**src/rtl/si_tag_unpacker.sv**
```systemverilog
// Time-tag unpacker: drops the header beat (capturing its sequence number) and
// forwards payload beats as 64-bit tag lanes through a 2-entry skid buffer.
// Optional statistics counters are enabled with SI_UNPACK_STATS_EN.
module si_tag_unpacker #(
   parameter int DATA_WIDTH = 256,
   parameter int KEEP_WIDTH = (DATA_WIDTH + 7) / 8,
   parameter int LANES      = DATA_WIDTH / 64
) (
   input  logic                  clk,
   input  logic                  rst_n,
   input  logic                  s_axis_tvalid,
   output logic                  s_axis_tready,
   input  logic [DATA_WIDTH-1:0] s_axis_tdata,
   input  logic [KEEP_WIDTH-1:0] s_axis_tkeep,
   input  logic                  s_axis_tlast,
   output logic                  m_axis_tvalid,
   input  logic                  m_axis_tready,
   output logic [DATA_WIDTH-1:0] m_axis_tdata,
   output logic [LANES-1:0]      m_axis_lane_valid,
   output logic                  m_axis_tlast,
   output logic [31:0]           m_axis_seq,
   output logic                  header_strobe,
   output logic                  misaligned,
   output logic                  dbg_state_o
`ifdef SI_UNPACK_STATS_EN
   ,
   output logic [47:0]           tag_count,
   output logic [31:0]           packet_count
`endif
);

   if (DATA_WIDTH != 256) begin : g_bad_width
      $error("si_tag_unpacker: DATA_WIDTH must be 256");
   end

   typedef enum logic {ST_HDR = 1'b0, ST_PAY = 1'b1} state_t;

   typedef struct packed {
      logic [DATA_WIDTH-1:0] data;
      logic [LANES-1:0]      mask;
      logic                  last;
      logic [31:0]           seq;
   } entry_t;

   state_t     state_q, state_d;
   entry_t     e0_q, e0_d, e1_q, e1_d, new_entry;
   logic       e0_valid_q, e0_valid_d, e1_valid_q, e1_valid_d;
   logic [31:0] seq_q, seq_d;
   logic       hdr_strobe_q, misaligned_q, misaligned_d;
   logic [LANES-1:0] lane_mask, lane_mixed;
   logic       s_fire, hdr_fire, pay_fire, push, pop;

   always_comb begin
      lane_mask  = '0;
      lane_mixed = '0;
      for (int i = 0; i < LANES; i++) begin
         lane_mask[i]  = &s_axis_tkeep[8*i +: 8];
         lane_mixed[i] = (|s_axis_tkeep[8*i +: 8]) && !lane_mask[i];
      end
   end

   // FSM: state register
   always_ff @(posedge clk or negedge rst_n) begin
      if (!rst_n) state_q <= ST_HDR;
      else        state_q <= state_d;
   end

   // FSM: next state
   always_comb begin
      state_d = state_q;
      case (state_q)
         ST_HDR: if (hdr_fire && !s_axis_tlast) state_d = ST_PAY;
         ST_PAY: if (pay_fire && s_axis_tlast)  state_d = ST_HDR;
         default: state_d = ST_HDR;
      endcase
   end

   // FSM: outputs; ready depends on registers only, never on m_axis_tready
   always_comb begin
      s_axis_tready = (state_q == ST_HDR) || !e1_valid_q;
      s_fire        = s_axis_tvalid && s_axis_tready;
      hdr_fire      = s_fire && (state_q == ST_HDR);
      pay_fire      = s_fire && (state_q == ST_PAY);
   end

   assign push      = pay_fire && ((|lane_mask) || s_axis_tlast);
   assign pop       = e0_valid_q && m_axis_tready;
   assign new_entry = '{data: s_axis_tdata, mask: lane_mask, last: s_axis_tlast, seq: seq_q};

   always_comb begin
      e0_d       = e0_q;
      e1_d       = e1_q;
      e0_valid_d = e0_valid_q;
      e1_valid_d = e1_valid_q;
      if (e1_valid_q) begin
         if (pop) begin
            e0_d       = e1_q;
            e1_valid_d = 1'b0;
         end
      end else if (e0_valid_q) begin
         if (pop && push) begin
            e0_d = new_entry;
         end else if (pop) begin
            e0_valid_d = 1'b0;
         end else if (push) begin
            e1_d       = new_entry;
            e1_valid_d = 1'b1;
         end
      end else if (push) begin
         e0_d       = new_entry;
         e0_valid_d = 1'b1;
      end
   end

   assign seq_d        = hdr_fire ? s_axis_tdata[223:192] : seq_q;
   assign misaligned_d = misaligned_q || (pay_fire && (|lane_mixed));

   always_ff @(posedge clk or negedge rst_n) begin
      if (!rst_n) begin
         e0_q         <= '0;
         e1_q         <= '0;
         e0_valid_q   <= 1'b0;
         e1_valid_q   <= 1'b0;
         seq_q        <= '0;
         hdr_strobe_q <= 1'b0;
         misaligned_q <= 1'b0;
      end else begin
         e0_q         <= e0_d;
         e1_q         <= e1_d;
         e0_valid_q   <= e0_valid_d;
         e1_valid_q   <= e1_valid_d;
         seq_q        <= seq_d;
         hdr_strobe_q <= hdr_fire;
         misaligned_q <= misaligned_d;
      end
   end

   assign m_axis_tvalid     = e0_valid_q;
   assign m_axis_tdata      = e0_q.data;
   assign m_axis_lane_valid = e0_q.mask;
   assign m_axis_tlast      = e0_q.last;
   assign m_axis_seq        = e0_q.seq;
   assign header_strobe     = hdr_strobe_q;
   assign misaligned        = misaligned_q;
   assign dbg_state_o       = state_q;

`ifdef SI_UNPACK_STATS_EN
   logic [47:0] tag_count_q, tag_pop;
   logic [31:0] packet_count_q;

   always_comb begin
      tag_pop = '0;
      for (int i = 0; i < LANES; i++) tag_pop = tag_pop + 48'(e0_q.mask[i]);
   end

   always_ff @(posedge clk or negedge rst_n) begin
      if (!rst_n) begin
         tag_count_q    <= '0;
         packet_count_q <= '0;
      end else begin
         if (pop)      tag_count_q    <= tag_count_q + tag_pop;
         if (hdr_fire) packet_count_q <= packet_count_q + 32'd1;
      end
   end

   assign tag_count    = tag_count_q;
   assign packet_count = packet_count_q;
`endif

endmodule

```
**config.mk**
```make
export PLATFORM = sky130hd
export DESIGN_NAME = si_tag_unpacker
export DESIGN_NICKNAME = d
export VERILOG_FILES = /design/src/rtl/si_tag_unpacker.sv
export SDC_FILE = /design/constraint.sdc
export NUM_CORES = 1
export LEC_CHECK = 0
export ABC_AREA = 0
export CORE_ASPECT_RATIO = 1.75
export CORE_MARGIN = 4
export CORE_UTILIZATION = 50
export CTS_CLUSTER_DIAMETER = 100
export DETAILED_ROUTE_END_ITERATION = 16
export GPL_ROUTABILITY_DRIVEN = 0
export GPL_TIMING_DRIVEN = 0
export PLACE_DENSITY_LB_ADDON = 0.05
export SKIP_CTS_REPAIR_TIMING = 1
export SLEW_MARGIN = 20
export SYNTH_ARGS = -nofsm -noshare
export SYNTH_HDL_FRONTEND = slang
export SYNTH_SLANG_ARGS = --single-unit
```
**constraint.sdc**
```tcl
create_clock -name clk -period 2.3 [get_ports clk]
set_clock_uncertainty 0.05 [all_clocks]
set_input_delay 0.46 -clock clk [delete_from_list [all_inputs] [get_ports clk]]
set_output_delay 0.46 -clock clk [all_outputs]
set_load 0.01 [all_outputs]
```
# Yosys cells after proc, flatten, opt, wreduce, memory -nomap -nowiden

Cells that the tools add are included.

Flip-flop bits (word level): 623
Word-level logic and storage cells: 71

Multiplexer cells: 16
Equal/unequal tests: 2
Reduce and logical (&&, ||, !) cells: 35
Bitwise logic cells: 4

Operator list:

| operator           | count |
|---|---|
| $mux 293           | 5 |
| $reduce_and 8->1   | 4 |
| $reduce_or 8->1    | 4 |
| $logic_and 1x1->1  | 13 |
| $mux 1             | 10 |
| $reduce_or 4->1    | 2 |
| $logic_not 1->1    | 6 |
| $reduce_and 5->1   | 1 |
| $not 1->1          | 4 |
| $logic_or 1x1->1   | 3 |
| $ne 3x1->1 const B | 1 |
| $reduce_and 3->1   | 1 |
| $reduce_bool 3->1  | 1 |
| $ne 2x1->1 const B | 1 |
| $pmux 1 s2         | 1 |

# Depth between registers and ports, before layout

Depth in word-level cells: 10
Depth in mapped cells: 7
Depth with buffers taken out: 5

# Least setup slack after synthesis

No wires, ideal clock.

Kind: input -> register
Start point: input port s_axis_tkeep[3]
End point: register e1_q[286] (netlist name)
Setup slack: 0.113 ns
Arrival: 2.009 ns
Stages: 7
Library setup time: 0.128 ns
Buffers on the path: 2
Cell sequence: nand4_1 nor2_1 or3_1 o21ai_1 buf_2 buf_2 mux2_1

Cells in the longest elaborated chain, start to end: 7

RTL lines:

| item                                  | line | text |
|---|---|---|
| start: declaration                    | 14   | `input logic [KEEP_WIDTH-1:0] s_axis_tkeep,` |
| $reduce_and 8->1 (*)                  | 57   | `lane_mask[i] = &s_axis_tkeep[8*i +: 8];` |
| $reduce_or 4->1 (*)                   | 86   | `assign push = pay_fire && ((\|lane_mask) \|\| s_axis_tlast);` |
| $logic_or 1x1->1 (*)                  | 86   |  |
| $logic_and 1x1->1 (*)                 | 86   |  |
| $logic_and 1x1->1                     | 101  | `if (pop && push) begin` |
| $not 1->1 (no source line)            | --   |  |
| $reduce_and 5->1 (no source line) (*) | --   |  |
| end signal: assignment                | 121  | `e1_q <= '0;` |
| end signal: assignment                | 129  | `e1_q <= e1_d;` |
| end: declaration                      | 46   | `entry_t e0_q, e0_d, e1_q, e1_d, new_entry;` |

Mark *: on every way between the ends. The rest lies on a longest branch, timed or not.
A chain may end at the register's enable or synchronous reset.

# Worst setup path after layout

Start point: input port s_axis_tlast
End point: register e1_q[65] (netlist name)

Cells in the longest elaborated chain, start to end: 5

RTL lines:

| item                                  | line | text |
|---|---|---|
| start: declaration                    | 15   | `input logic s_axis_tlast,` |
| $logic_or 1x1->1 (*)                  | 86   |  |
| $logic_and 1x1->1 (*)                 | 86   |  |
| $logic_and 1x1->1                     | 101  |  |
| $not 1->1 (no source line)            | --   |  |
| $reduce_and 5->1 (no source line) (*) | --   |  |

Marks and branches as above.

==> flow_metrics.env <==
export IMPL_drive_gt1_share_pct=16.7
export IMPL_worstSetupPathType="in2reg"
export IMPL_grt_usage_pct=29.5
export IMPL_overflow=0
export IMPL_peakVddDrop_v=0.000700
export IMPL_endpoint="e1_q[65]$_DFFE_PN0P_"
export IMPL_antenna_found_initial=16
export IMPL_die_height_um=323
export IMPL_drc=0
export IMPL_rows=115
export IMPL_violations="setup timing"
export IMPL_power_internal_uw=25200
export IMPL_cp_depth=8
export IMPL_finalSetupViolCount=117
export IMPL_cpPeakStageDelay_ns=0.52
export IMPL_whs_ns=0.415
export IMPL_design_area_um2=37800
export IMPL_die_area_um2=60900
export IMPL_drv_slew=0
export IMPL_nets=3358
export IMPL_power_leakage_uw=0.0158
export IMPL_critPathBufInv=4
export IMPL_yosysWarnings=0
export IMPL_coreArea_um2=56300
export IMPL_ios=591
export IMPL_fin_crit_sh_pct=102
export IMPL_switching_share_pct=30.1
export IMPL_firstDrtPassIters=5
export IMPL_syn_cell_area_um2=28400
export IMPL_cts_tree="done"
export IMPL_clock_fmax_ghz=0.428
export IMPL_setup_slack_ns=-0.0379
export IMPL_crit_arrival_ns=2.77
export IMPL_reg2regPathDepth=7
export IMPL_worst_pin_slew_ns=0.623
export IMPL_insertion_delay_ns=0.60
export IMPL_synthCells=2400
export IMPL_vias_per_cell=6.01
export IMPL_postRouteAntennaNets=0
export IMPL_drv_cap=0
export IMPL_grt_pass1_wl_um=143000
export IMPL_postPlaceCellArea_um2=35500
export IMPL_cts_path_max_buffers=3
export IMPL_initial_core_util_pct=50.5
export IMPL_yosysUniqueCellTypes=32
export IMPL_routed_wl_um=93300
export IMPL_root_buffer="clkbuf_16"
export IMPL_critical_path_slowest_cell="clkdlybuf4s50_1"
export IMPL_hpwl_um=68300
export IMPL_layout_area_overhead_vs_synth_pct=33.0
export IMPL_p_comb_share_pct=28.0
export IMPL_setup_tns_ns=-1.78
export IMPL_cts_buffers=56
export IMPL_syn_area_per_cell_um2=11.8
export IMPL_final_common_cell="dfrtp_1"
export IMPL_vias=23347
export IMPL_first_global_vias=24273
export IMPL_critPathTopFamily="buffers and inverters"
export IMPL_slew_headroom_pct=58.5
export IMPL_grt_max_degree=104
export IMPL_ctsHtreeMaxLevel=2
export IMPL_worst_path_most_repeated_cell="buf_4"
export IMPL_p_clk_share_pct=27.6
export IMPL_required_ns=2.73
export IMPL_rsz0062_at_grt="true"
export IMPL_portBuffers=590
export IMPL_worstSetupEndpointType="flop"
export IMPL_cp_max_fo=10
export IMPL_hp_class="in2async"
export IMPL_final_util_pct=67.2
export IMPL_p_switching_uw=10900
export IMPL_worst_r2r_setup_slack_ns=0.05
export IMPL_drt_iter0_markers=1602
export IMPL_die_w_um=188
export IMPL_status="complete, but fails checks"
export IMPL_yosysSeqAreaShare_pct=54.9
export IMPL_hold_violations=0
export IMPL_rr_endpoint="e1_q[278]$_DFFE_PN0P_"
export IMPL_power_density_nw_per_um2=955
export IMPL_wl_per_cell_um=24.0
export IMPL_finalCriticalPeriod_ns=2.34
export IMPL_syn_num_nets=2693
export IMPL_final_cell_mix="dfrtp_1 (623), clkdlybuf4s50_1 (587), nand2_1 (297)"
export IMPL_cts_num_sinks=623
export IMPL_cts_clk_slew_worst_paths_ns=0.06
export IMPL_cp_startpoint="s_axis_tlast"
export IMPL_ys_seq_elements=623
export IMPL_power_frac_seq_pct=44.4
export IMPL_worstSetupStartpointType="input port"
export IMPL_worstPathCellList="clkdlybuf4s50_1 -> o21bai_4 -> or3_4 -> o21ai_4 -> buf_4 -> buf_12 -> buf_4 -> mux2_2"
[power groups by stage]
stage               sequential (uW)  combinational (uW)  clock, uW
finish                        16000               10100       9970
global route                  16400               10800      10600
CTS                           16000               10100      10200
detailed placement            16100               10100          0
global placement              16000                9770          0
floorplan                     16200                4210          0
[through the flow]
stage          power (uW)  instances  setup WS, ns
2_1_floorplan       20400       2400         0.113
3_3_place_gp        25800       3750        -26.64
3_5_place_dp        26200       3757         -1.46
4_1_cts             36200       3861        -0.837
5_1_grt             37800       3881       -0.0714
6_report            36100       3885       -0.0379
[area by class of cell]
class                      instances  area, um^2
buffer                           228        1360
multi-input combinational       1546       11700
clock inverter                    26         319
antenna                           14        35.0
fill                            4304       18500
sequential                       623       15600
timing repair buffer             607        6210
clock buffer                      78        1620
tap                              760         951
inverter                           3        11.3
[cell families after synthesis]
group	Yosys count	synth area share [%]
flops	623	54.9
compound gates	611	18.6
buf+inv	231	4.17
simple gates	615	9.70
mux	320	12.7
[worst min-delay path by stage]
| stage | slack, ns | endpoint | startpoint |
|---|---|---|---|
| floorplan | 0.11 | async pin | rst_n |
| global placement | 0.41 | misaligned$_DFF_PN0_ | misaligned$_DFF_PN0_ |
| detailed placement | 0.31 | m_axis_tdata[36]$_DFFE_PN0P_ | rst_n |
| CTS | -0.34 | m_axis_tdata[36]$_DFFE_PN0P_ | rst_n |
| global route | 0.40 | e1_q[269]$_DFFE_PN0P_ | s_axis_tdata[232] |
| finish | 0.41 | m_axis_tdata[36]$_DFFE_PN0P_ | rst_n |
[worst min-delay path: cells and delay by family]
kind,cells,cell delay (ns)
buf+inv,3,0.96
[Yosys cell counts, drive strengths merged]
cell	n	area, um^2
a21boi	288	2160
a21oi	5	25.0
a221o	288	2880
a22o	5	43.8
a22oi	10	75.1
and3	1	6.26
buf	83	628
clkbuf	145	544
dfrtp	623	15600
inv	3	11.3
mux2	320	3600
nand2	297	1110
nand2b	1	6.26
nand3	288	1440
nand3b	1	7.51
nand4	8	50.1
nor2	5	18.8
nor2b	1	6.26
nor3	2	21.3
nor4	10	77.6
o21ai	11	55.1
o21bai	2	15.0
o22ai	1	12.5
o31ai	1	7.51
or3	1	6.26
[registers in the layout, indices dropped and copies added (netlist names), named ones only]
signal             cells
m_axis_tdata         256
m_axis_tvalid          1
m_axis_seq            32
e1_valid_q             1
e1_q                 293
header_strobe          1
seq_q                 32
misaligned             1
m_axis_lane_valid      4
m_axis_tlast           1
[per-layer routing]
layer  GRT usage, %  vias to the layer above  part of all wire (%)  routed length [um]
met5              0                        -                 0.036                  34
met4           11.2                        6                   3.9                3610
met3           7.88                      174                   8.0                7500
met2           51.5                      898                    51               47400
met1           35.0                    11928                    37               34700
li1               -                    10341                     -                   -
Note: power is estimated with default switching activity, not from simulation.
